--- config.mk ---
export PLATFORM = sky130hd
export DESIGN_NAME = spi_slave
export DESIGN_NICKNAME = d
export VERILOG_FILES = /design/src/rtl/spi_slave.sv
export SDC_FILE = /design/constraint.sdc
export NUM_CORES = 1
export LEC_CHECK = 0
export CAP_MARGIN = 20
export CORE_MARGIN = 4
export CORE_UTILIZATION = 35
export DETAILED_ROUTE_END_ITERATION = 10
export PLACE_DENSITY = 0.56
export SYNTH_ARGS = -nofsm -noshare
export SYNTH_HDL_FRONTEND = slang
export SYNTH_SLANG_ARGS = --single-unit
--- constraint.sdc ---
create_clock -name clk -period 1.8 [get_ports clk]
set_input_delay 0.36 -clock clk [delete_from_list [all_inputs] [get_ports clk]]
set_output_delay 0.36 -clock clk [all_outputs]
set_load 0.01 [all_outputs]
--- src/rtl/spi_slave.sv ---
// SPI responder: oversamples an asynchronous SCK/SEL/MOSI bus with clk, receives a word
// LSB first on MOSI and returns the holding-register word MSB first on MISO.
module spi_slave #(
   parameter int unsigned DATA_BIT_WIDTH = 16,
   parameter int unsigned SYNC_STAGES    = 2
) (
   input  logic                      clk,
   input  logic                      RST_N,
   input  logic                      SCK,
   input  logic                      SEL,
   input  logic                      MOSI,
   output logic                      MISO,
   output logic                      MISO_OE,
   input  logic [DATA_BIT_WIDTH-1:0] TX_DATA,
   input  logic                      TX_LOAD,
   output logic                      TX_PENDING,
   output logic [DATA_BIT_WIDTH-1:0] RX_DATA,
   output logic                      RX_VALID,
   output logic                      BUSY,
   output logic                      ABORT
);

   localparam int unsigned CntW = $clog2(DATA_BIT_WIDTH);
   localparam logic [CntW-1:0] LastBit = CntW'(DATA_BIT_WIDTH - 1);

   typedef enum logic [1:0] {StIdle, StShift, StDone} state_e;

   state_e                    state_q;
   logic [SYNC_STAGES-1:0]    sck_sync_q, sel_sync_q, mosi_sync_q;
   logic                      sck_prev_q, sel_prev_q;
   logic [DATA_BIT_WIDTH-1:0] hold_q, tx_shift_q, rx_shift_q;
   logic [CntW-1:0]           bitcnt_q;

   logic                      sck_s, sel_s, mosi_s;
   logic                      sck_rise, sck_fall, sel_rise, sel_fall;
   logic [DATA_BIT_WIDTH-1:0] tx_next, rx_next;

   assign sck_s    = sck_sync_q[SYNC_STAGES-1];
   assign sel_s    = sel_sync_q[SYNC_STAGES-1];
   assign mosi_s   = mosi_sync_q[SYNC_STAGES-1];
   assign sck_rise = sck_s & ~sck_prev_q;
   assign sck_fall = ~sck_s & sck_prev_q;
   assign sel_rise = sel_s & ~sel_prev_q;
   assign sel_fall = ~sel_s & sel_prev_q;

   // A load coinciding with the start of a transfer bypasses the holding register.
   assign tx_next = TX_LOAD ? TX_DATA : hold_q;
   assign rx_next = {mosi_s, rx_shift_q[DATA_BIT_WIDTH-1:1]};

   always_ff @(posedge clk or negedge RST_N) begin
      if (!RST_N) begin
         sck_sync_q  <= '0;
         sel_sync_q  <= '0;
         mosi_sync_q <= '0;
         sck_prev_q  <= 1'b0;
         sel_prev_q  <= 1'b0;
      end else begin
         sck_sync_q  <= {sck_sync_q[SYNC_STAGES-2:0], SCK};
         sel_sync_q  <= {sel_sync_q[SYNC_STAGES-2:0], SEL};
         mosi_sync_q <= {mosi_sync_q[SYNC_STAGES-2:0], MOSI};
         sck_prev_q  <= sck_s;
         sel_prev_q  <= sel_s;
      end
   end

   always_ff @(posedge clk or negedge RST_N) begin
      if (!RST_N) begin
         state_q    <= StIdle;
         hold_q     <= '0;
         tx_shift_q <= '0;
         rx_shift_q <= '0;
         bitcnt_q   <= '0;
         RX_DATA    <= '0;
         RX_VALID   <= 1'b0;
         ABORT      <= 1'b0;
         TX_PENDING <= 1'b0;
         MISO       <= 1'b0;
         MISO_OE    <= 1'b0;
         BUSY       <= 1'b0;
      end else begin
         RX_VALID <= 1'b0;
         ABORT    <= 1'b0;
         if (TX_LOAD) begin
            hold_q     <= TX_DATA;
            TX_PENDING <= 1'b1;
         end
         unique case (state_q)
            StIdle: begin
               if (sel_rise) begin
                  tx_shift_q <= tx_next;
                  MISO       <= tx_next[DATA_BIT_WIDTH-1];
                  bitcnt_q   <= '0;
                  rx_shift_q <= '0;
                  TX_PENDING <= 1'b0;
                  BUSY       <= 1'b1;
                  MISO_OE    <= 1'b1;
                  state_q    <= StShift;
               end
            end
            StShift: begin
               // sel_fall outranks a simultaneous sck_rise.
               if (sel_fall) begin
                  ABORT   <= 1'b1;
                  MISO    <= 1'b0;
                  BUSY    <= 1'b0;
                  MISO_OE <= 1'b0;
                  state_q <= StIdle;
               end else if (sck_rise) begin
                  rx_shift_q <= rx_next;
                  if (bitcnt_q == LastBit) begin
                     RX_DATA  <= rx_next;
                     RX_VALID <= 1'b1;
                     state_q  <= StDone;
                  end else begin
                     bitcnt_q <= bitcnt_q + 1'b1;
                  end
               end else if (sck_fall && bitcnt_q != '0) begin
                  tx_shift_q <= tx_shift_q << 1;
                  MISO       <= tx_shift_q[DATA_BIT_WIDTH-2];
               end
            end
            StDone: begin
               if (sel_fall) begin
                  MISO    <= 1'b0;
                  BUSY    <= 1'b0;
                  MISO_OE <= 1'b0;
                  state_q <= StIdle;
               end
            end
            default: state_q <= StIdle;
         endcase
      end
   end

endmodule

==> flow_summary.yaml, run 1 <==
detailed_routing:
  route.vias.total: 2222
  vias_per_cell: 4.63
  drtPass1Iterations: 4
  detail_route.wl_per_cell_um: 13.2
  drt_iter0_markers: 87
  route.final.wire_length_mm: 6.34
  drcViolationCount: 0
  ant_nets: 0
final_layout:
  antenna_cells: 0
  layout.area.seq_um2: 2030
  syn2layout_area_growth_pct: 25.9
  drive_gt1_frac: 0.256
  finish.net_count: 370
  fillers: 921
  layout.core_utilization: 0.456
  final_cell_count_without_fillers: 480
  most_frequent_standard_cell_in_the_layout_excluding_fill_and_tap_cells: "sky130_fd_sc_hd__dfrtp_1"
  area_of_the_multi_input_gates_um2: 1350
  mostFrequentLayoutCells: "sky130_fd_sc_hd__dfrtp_1, sky130_fd_sc_hd__clkdlybuf4s50_1, sky130_fd_sc_hd__mux2i_1"
clocking:
  cts_max_path_buffers: 2
  tritoncts_clock_tree: "built"
  cts_inserted_buffers: 9
  clock_sink_count: 81
  cts.htree.levels: 3
  clock_latency_ns: 0.34
  ctsRootBufferMaster: "sky130_fd_sc_hd__clkbuf_8"
  path_clk_slew_ns: 0.08
grt:
  grt_antenna_before_repair: 0
  globalRouteOverflowTotal: 0
  overall_global_routing_usage: 0.119
  grt_pass1_wl_mm: 11.1
  grt_pass1_vias: 2367
  largest_net_degree_at_the_start_of_global_routing: 82
yosys:
  synth_compound_gate_area_share: 0.0680
  netlist.top_cell.by_area: "sky130_fd_sc_hd__dfrtp_1"
  avgSynthCellArea_um2: 12.8
  synth_fa_ha_area_frac: 0.0249
  synth_top_cell_area_share: 0.568
  post_synth_main_area_contributors: "sky130_fd_sc_hd__dfrtp_1, sky130_fd_sc_hd__mux2i_1, sky130_fd_sc_hd__mux2_2, sky130_fd_sc_hd__inv_1, sky130_fd_sc_hd__ha_1"
  synth_seq_cells: 81
  dominant_combinational_cell_family_by_area_after_synthesis: "multiplexers"
  ys_seq_area_frac: 0.568
  yosys.area_share.simple: 0.0565
  synthMuxAreaShare: 0.222
  syn_area_um2: 3570
  syn_nets: 307
  number_of_different_library_cells_in_the_post_synthesis_netlist: 36
  synthesis.instances: 279
  synth_xor_xnor_area_share: 0
  synth-warning-count: 0
power:
  leakagePower_nw: 2.10
  power.ir.vdd_worst_mv: 0.512
  pwr_density_cell_nw_per_um2: 1190
  p_total_w: 0.00535
floorplanning:
  die_height_um: 109
  effective_utilization_at_floorplan: 0.362
  number_of_top_level_pins: 44
  core_box_area_um2: 9860
  die_w_um: 109
  std_cell_rows: 36
  dieArea_um2: 11900
timing:
  worstMarginPinSlew_ns: 0.426
  final-setup-viol-count: 0
  report.final.slew_viol_count: 0
  finalHoldViolations: 0
  final_period_minus_worst_setup_slack_ns: 1.72
  final.setup.worst_slack_ns: 0.0813
  clock-skew-final_ns: 0.0101
  fmax_mhz: 582
  timing.max_slew.rel_slack: 0.716
  min_period_over_period: 0.955
critical_path:
  regToRegSetupSlack_ns: 0.08
  crit-reg2reg-launch: "state_q[1]"
  crit_path_max_fanout: 7
  slowest_stage: "sky130_fd_sc_hd__dfrtp_1"
  worst-endpoint-required_ns: 2.02
  crit_start: "state_q[1]"
  worst_setup_path_endpoint: "rx_shift_q[1]"
  cp-start-kind: "flip-flop"
  worst_path_arrival_ns: 1.94
  cp-end-kind: "flip-flop"
  worstSetupPathType: "reg -> reg"
  worst_path_largest_cell_delay_ns: 0.40
  worst_r2r_path_depth: 7
  r2r_end: "rx_shift_q[1]"
  critical_path.cell_chain: "inv_1, ha_2, nand2_1, or3_4, buf_4, o211ai_1, o41ai_2"
placed_design:
  dp_cells: 463
  pre_cts_ws_ns: -0.0372
  hpwl_mm: 4.53
  numPortBuffers: 43
  gp_congestion: 0.775
min_path:
  min-delay-path-class: "in -> async"
flow_run:
  timing.max_cap.violations: 0
outcome:
  outcome: "finished, final reports clean"
worst max-delay path: cells and delay by family, from the launching register on:
family	cells	cell delay, ns
buffers and inverters	2	0.29
AO/OA/AOI/OAI	2	0.21
adder cells (fa/ha/maj)	1	0.25
AND/OR/NAND/NOR	2	0.45
flip-flops	1	0.40
worst min path at each step:
| stage | startpoint | end | slack [ns] | cells after the start |
|---|---|---|---|---|
| 2_1_floorplan | RST_N | ABORT | 0.06 | 0 |
| 3_3_place_gp | sck_sync_q[0] | sck_sync_q[1] | 0.34 | 0 |
| 3_5_place_dp | sel_sync_q[0] | sel_sync_q[1] | 0.34 | 0 |
| 4_1_cts | RST_N | rx_shift_q[2] | 0.05 | 2 |
| 5_1_grt | RST_N | RX_DATA[0] | 0.05 | 2 |
| 6_report | RST_N | RX_DATA[0] | 0.03 | 2 |
state kept, by name (all words and copies together), names as in the netlist:
register and count:
RX_DATA 16, hold_q 16, rx_shift_q 15, tx_shift_q 15, bitcnt_q 4, mosi_sync_q 2, sck_sync_q 2, sel_sync_q 2
state_q 2, ABORT 1, BUSY 1, MISO 1, RX_VALID 1, TX_PENDING 1, sck_prev_q 1, sel_prev_q 1
kinds of logic (layout without fill, tap and decap cells):
kind of cell / after synthesis / count (layout)
compound gates: 31 / 31
simple gates: 38 / 38
fa+ha+maj: 7 / 7
mux: 75 / 75
buf+inv: 47 / 115
flops: 81 / 81
synth_stat cells (all sizes together):
cell,instances
dfrtp,81
mux2i,41
mux2,34
inv,31
nand2,17
buf,12
o21ai,8
nor2,7
o211ai,7
o41ai,7
ha,6
a21oi,3
clkbuf,3
nand2b,3
nand3,3
nor3b,2
a21o,1
a311oi,1
a31oi,1
and3,1
and4,1
clkinv,1
maj3,1
nand3b,1
nor2b,1
nor3,1
o21a,1
o221ai,1
o22ai,1
or3,1
per-layer routing:
layer | vias to the layer above | GRT usage | share of wire
li1 | 1077 | - | -
met1 | 1097 | 0.152 | 0.46
met2 | 39 | 0.194 | 0.49
met3 | 9 | 0.0302 | 0.040
met4 | 0 | 0.0460 | 0.014
met5 | - | 0 | 0
where the power goes:
| group | internal (W) | switching (W) |
|---|---|---|
| Clock | 0.000675 | 0.000639 |
| Combinational | 0.000868 | 0.000862 |
| Sequential | 0.00214 | 0.000171 |
| Total | 0.00368 | 0.00167 |
layout make-up:
cell class / count / share of cell area
sequential: 81 / 0.451
multi-input combinational: 151 / 0.301
timing repair buffer: 67 / 0.141
tap: 133 / 0.0370
clock buffer: 11 / 0.0315
inverter: 32 / 0.0267
clock inverter: 5 / 0.0122
per-stage QoR:
step / hold slack [ns] / area (um2) / TNS (ns)
after global routing: 0.0497 / 4490 / -0.157
after detailed placement: 0.338 / 4250 / -0.125
after global placement: 0.335 / 4250 / -0.0191
final: 0.0264 / 4490 / 0
after floorplan: 0.0644 / 3570 / 0
after CTS: 0.0456 / 4470 / 0
repair_timing:
action	in CTS	in global routing
hold buffers	0	0
pin swaps	1	1
resized for setup	0	8
gates cloned	0	0
buffers inserted	1	0
endpoints found under the setup margin	8	50
No activity file was read; power rests on OpenSTA's default activity.
==> inputs of run 2 (changes only) <==
--- a/config.mk
+++ b/config.mk
@@ -5,7 +5,7 @@
 export SDC_FILE = /design/constraint.sdc
 export NUM_CORES = 1
 export LEC_CHECK = 0
-export CAP_MARGIN = 20
+export CAP_MARGIN = 40
 export CORE_MARGIN = 4
 export CORE_UTILIZATION = 35
 export DETAILED_ROUTE_END_ITERATION = 10
==> results of run 2 <==
Same layout as run 1: the final DEF is identical, and so are final timing and power.
==> inputs of run 3 (changes only) <==
--- a/config.mk
+++ b/config.mk
@@ -7,9 +7,10 @@
 export LEC_CHECK = 0
 export CAP_MARGIN = 40
 export CORE_MARGIN = 4
-export CORE_UTILIZATION = 35
+export CORE_UTILIZATION = 30
 export DETAILED_ROUTE_END_ITERATION = 10
-export PLACE_DENSITY = 0.56
+export PLACE_DENSITY = 0.49
+export RECOVER_POWER = 25
 export SYNTH_ARGS = -nofsm -noshare
 export SYNTH_HDL_FRONTEND = slang
 export SYNTH_SLANG_ARGS = --single-unit
==> flow_summary.yaml, run 3 (same netlist as run 1, synthesis figures left out) <==
detailed_routing:
  detail_route.wl_per_cell_um: 14.7
  drcViolationCount: 0
  drtPass1Iterations: 4
  vias_per_cell: 4.65
  drt_iter0_markers: 65
  route.vias.total: 2273
  route.final.wire_length_mm: 7.21
  ant_nets: 0
clocking:
  cts_inserted_buffers: 9
  cts_max_path_buffers: 2
  clock_sink_count: 81
  clock_latency_ns: 0.33
  path_clk_slew_ns: 0.06
  cts_setup_buffers: 0
  cts.htree.levels: 3
  tritoncts_clock_tree: "built"
  ctsRootBufferMaster: "sky130_fd_sc_hd__clkbuf_16"
placed_design:
  gp_congestion: 0.726
  hpwl_mm: 4.92
  pre_cts_ws_ns: -0.0969
  numPortBuffers: 43
  dpl-instance-area_um2: 4290
final_layout:
  reg_top3: "RX_DATA (16), hold_q (16)"
  syn2layout_area_growth_pct: 30.2
  mostFrequentLayoutCells: "sky130_fd_sc_hd__dfrtp_1, sky130_fd_sc_hd__mux2i_1, sky130_fd_sc_hd__clkdlybuf4s50_1"
  antenna_cells: 0
  most_frequent_standard_cell_in_the_layout_excluding_fill_and_tap_cells: "sky130_fd_sc_hd__dfrtp_1"
  final_design_area_no_fill_um2: 4650
  drive_gt1_frac: 0.260
  finish.net_count: 369
  fillers: 1115
grt:
  grt_pass1_wl_mm: 11.8
  globalRouteOverflowTotal: 0
  grt_pass1_vias: 2268
  largest_net_degree_at_the_start_of_global_routing: 31
  grt_antenna_before_repair: 0
  overall_global_routing_usage: 0.113
power:
  leakagePower_nw: 2.15
  p_total_w: 0.00594
  pwr_density_cell_nw_per_um2: 1280
  power.ir.vdd_worst_mv: 0.631
timing:
  final_period_minus_worst_setup_slack_ns: 1.72
  finalHoldViolations: 0
  fmax_mhz: 580
  clock-skew-final_ns: 0.00664
  report.final.slew_viol_count: 0
  final-setup-viol-count: 0
  final.setup.worst_slack_ns: 0.0760
  fin_setup_tns_ns: 0
  timing.max_slew.rel_slack: 0.551
  min_period_over_period: 0.958
  worstMarginPinSlew_ns: 0.674
floorplanning:
  number_of_top_level_pins: 44
  die_height_um: 117
  dieArea_um2: 13700
  effective_utilization_at_floorplan: 0.310
  std_cell_rows: 39
  core_box_area_um2: 11500
  die_w_um: 117
critical_path:
  worst_path_arrival_ns: 1.93
  r2r_end: "rx_shift_q[9]"
  crit_path_max_fanout: 14
  cp-end-kind: "flip-flop"
  worst_r2r_path_depth: 6
  worst_setup_path_endpoint: "rx_shift_q[9]"
  worstSetupPathType: "reg -> reg"
  regToRegSetupSlack_ns: 0.08
  worst-endpoint-required_ns: 2.01
  crit_start: "state_q[0]"
  crit-reg2reg-launch: "state_q[0]"
  cp-start-kind: "flip-flop"
min_path:
  min-delay-path-class: "reg -> reg"
  worstHoldPathCells: 0
outcome:
  outcome: "finished, final reports clean"
flow_run:
  timing.max_cap.violations: 0
## run 3: changes by cell type in the layout (fill, tap and decap cells not counted), moves of 2 or more
cell,change
sky130_fd_sc_hd__clkdlybuf4s50_1,-3
sky130_fd_sc_hd__inv_1,-2
sky130_fd_sc_hd__clkbuf_8,-9
sky130_fd_sc_hd__ha_4,+2
sky130_fd_sc_hd__buf_4,-6
sky130_fd_sc_hd__inv_2,+2
sky130_fd_sc_hd__dlygate4sd3_1,+4
sky130_fd_sc_hd__clkbuf_16,+9
sky130_fd_sc_hd__ha_2,-3
## run 3: worst min path at each step
| stage | from | endpoint | slack, ns |
|---|---|---|---|
| floorplan | RST_N | ABORT | 0.06 |
| global placement | RST_N | rx_shift_q[2] | 0.31 |
| detailed placement | RST_N | bitcnt_q[1] | 0.31 |
| CTS | mosi_sync_q[0] | mosi_sync_q[1] | 0.35 |
| global route | sel_sync_q[0] | sel_sync_q[1] | 0.35 |
| finish | sck_sync_q[0] | sck_sync_q[1] | 0.35 |
## run 3: what timing repair did
item | CTS | global route
setup endpoints to repair | 48 | 52
hold buffers | 1 | 0
hold endpoints to repair | 22 | 0
gates cloned | 1 | 0
pin swaps | 1 | 0
gates resized for setup | 5 | 9
## run 3: power breakdown
group / internal (W) / leakage [nW] / switching, W / total (W)
combinational: 0.000867 / 0.975 / 0.000904 / 0.00177
sequential: 0.00214 / 1.03 / 0.000197 / 0.00234
clock: 0.00111 / 0.142 / 0.000723 / 0.00183
total: 0.00412 / 2.15 / 0.00182 / 0.00594
## run 3: area by class of cell
type                            count  area [um2]  share of cell area
Multi-Input combinational cell    152        1390               0.299
Timing Repair Buffer               65         631               0.136
Tap cell                          143         179              0.0385
Clock buffer                       11         243              0.0522
Sequential cell                    81        2030               0.436
Inverter                           32         120              0.0258
Clock inverter                      5        55.1              0.0118
## run 3: critical path, stage by stage, from the launching register on
cell and delay (ns):
sky130_fd_sc_hd__dfrtp_2 0.43, sky130_fd_sc_hd__inv_2 0.08, sky130_fd_sc_hd__ha_4 0.18, sky130_fd_sc_hd__maj3_4 0.39, sky130_fd_sc_hd__buf_4 0.21, sky130_fd_sc_hd__o211ai_1 0.21, sky130_fd_sc_hd__o41ai_2 0.10
## run 3: metrics by stage
step           utilization  cells  hold WS, ns
2_1_floorplan            -    279       0.0644
3_3_place_gp         0.372    471        0.312
3_5_place_dp         0.372    471        0.308
4_1_cts              0.402    489        0.349
5_1_grt              0.404    489        0.353
6_report             0.404    489        0.349
## run 3: routing by layer
metal	global-route usage	wire length (um)	vias to the layer above
met5	0	0	-
met4	0.0459	154	0
met3	0.0324	290	11
met2	0.175	3310	41
met1	0.149	3460	1128
li1	-	-	1093
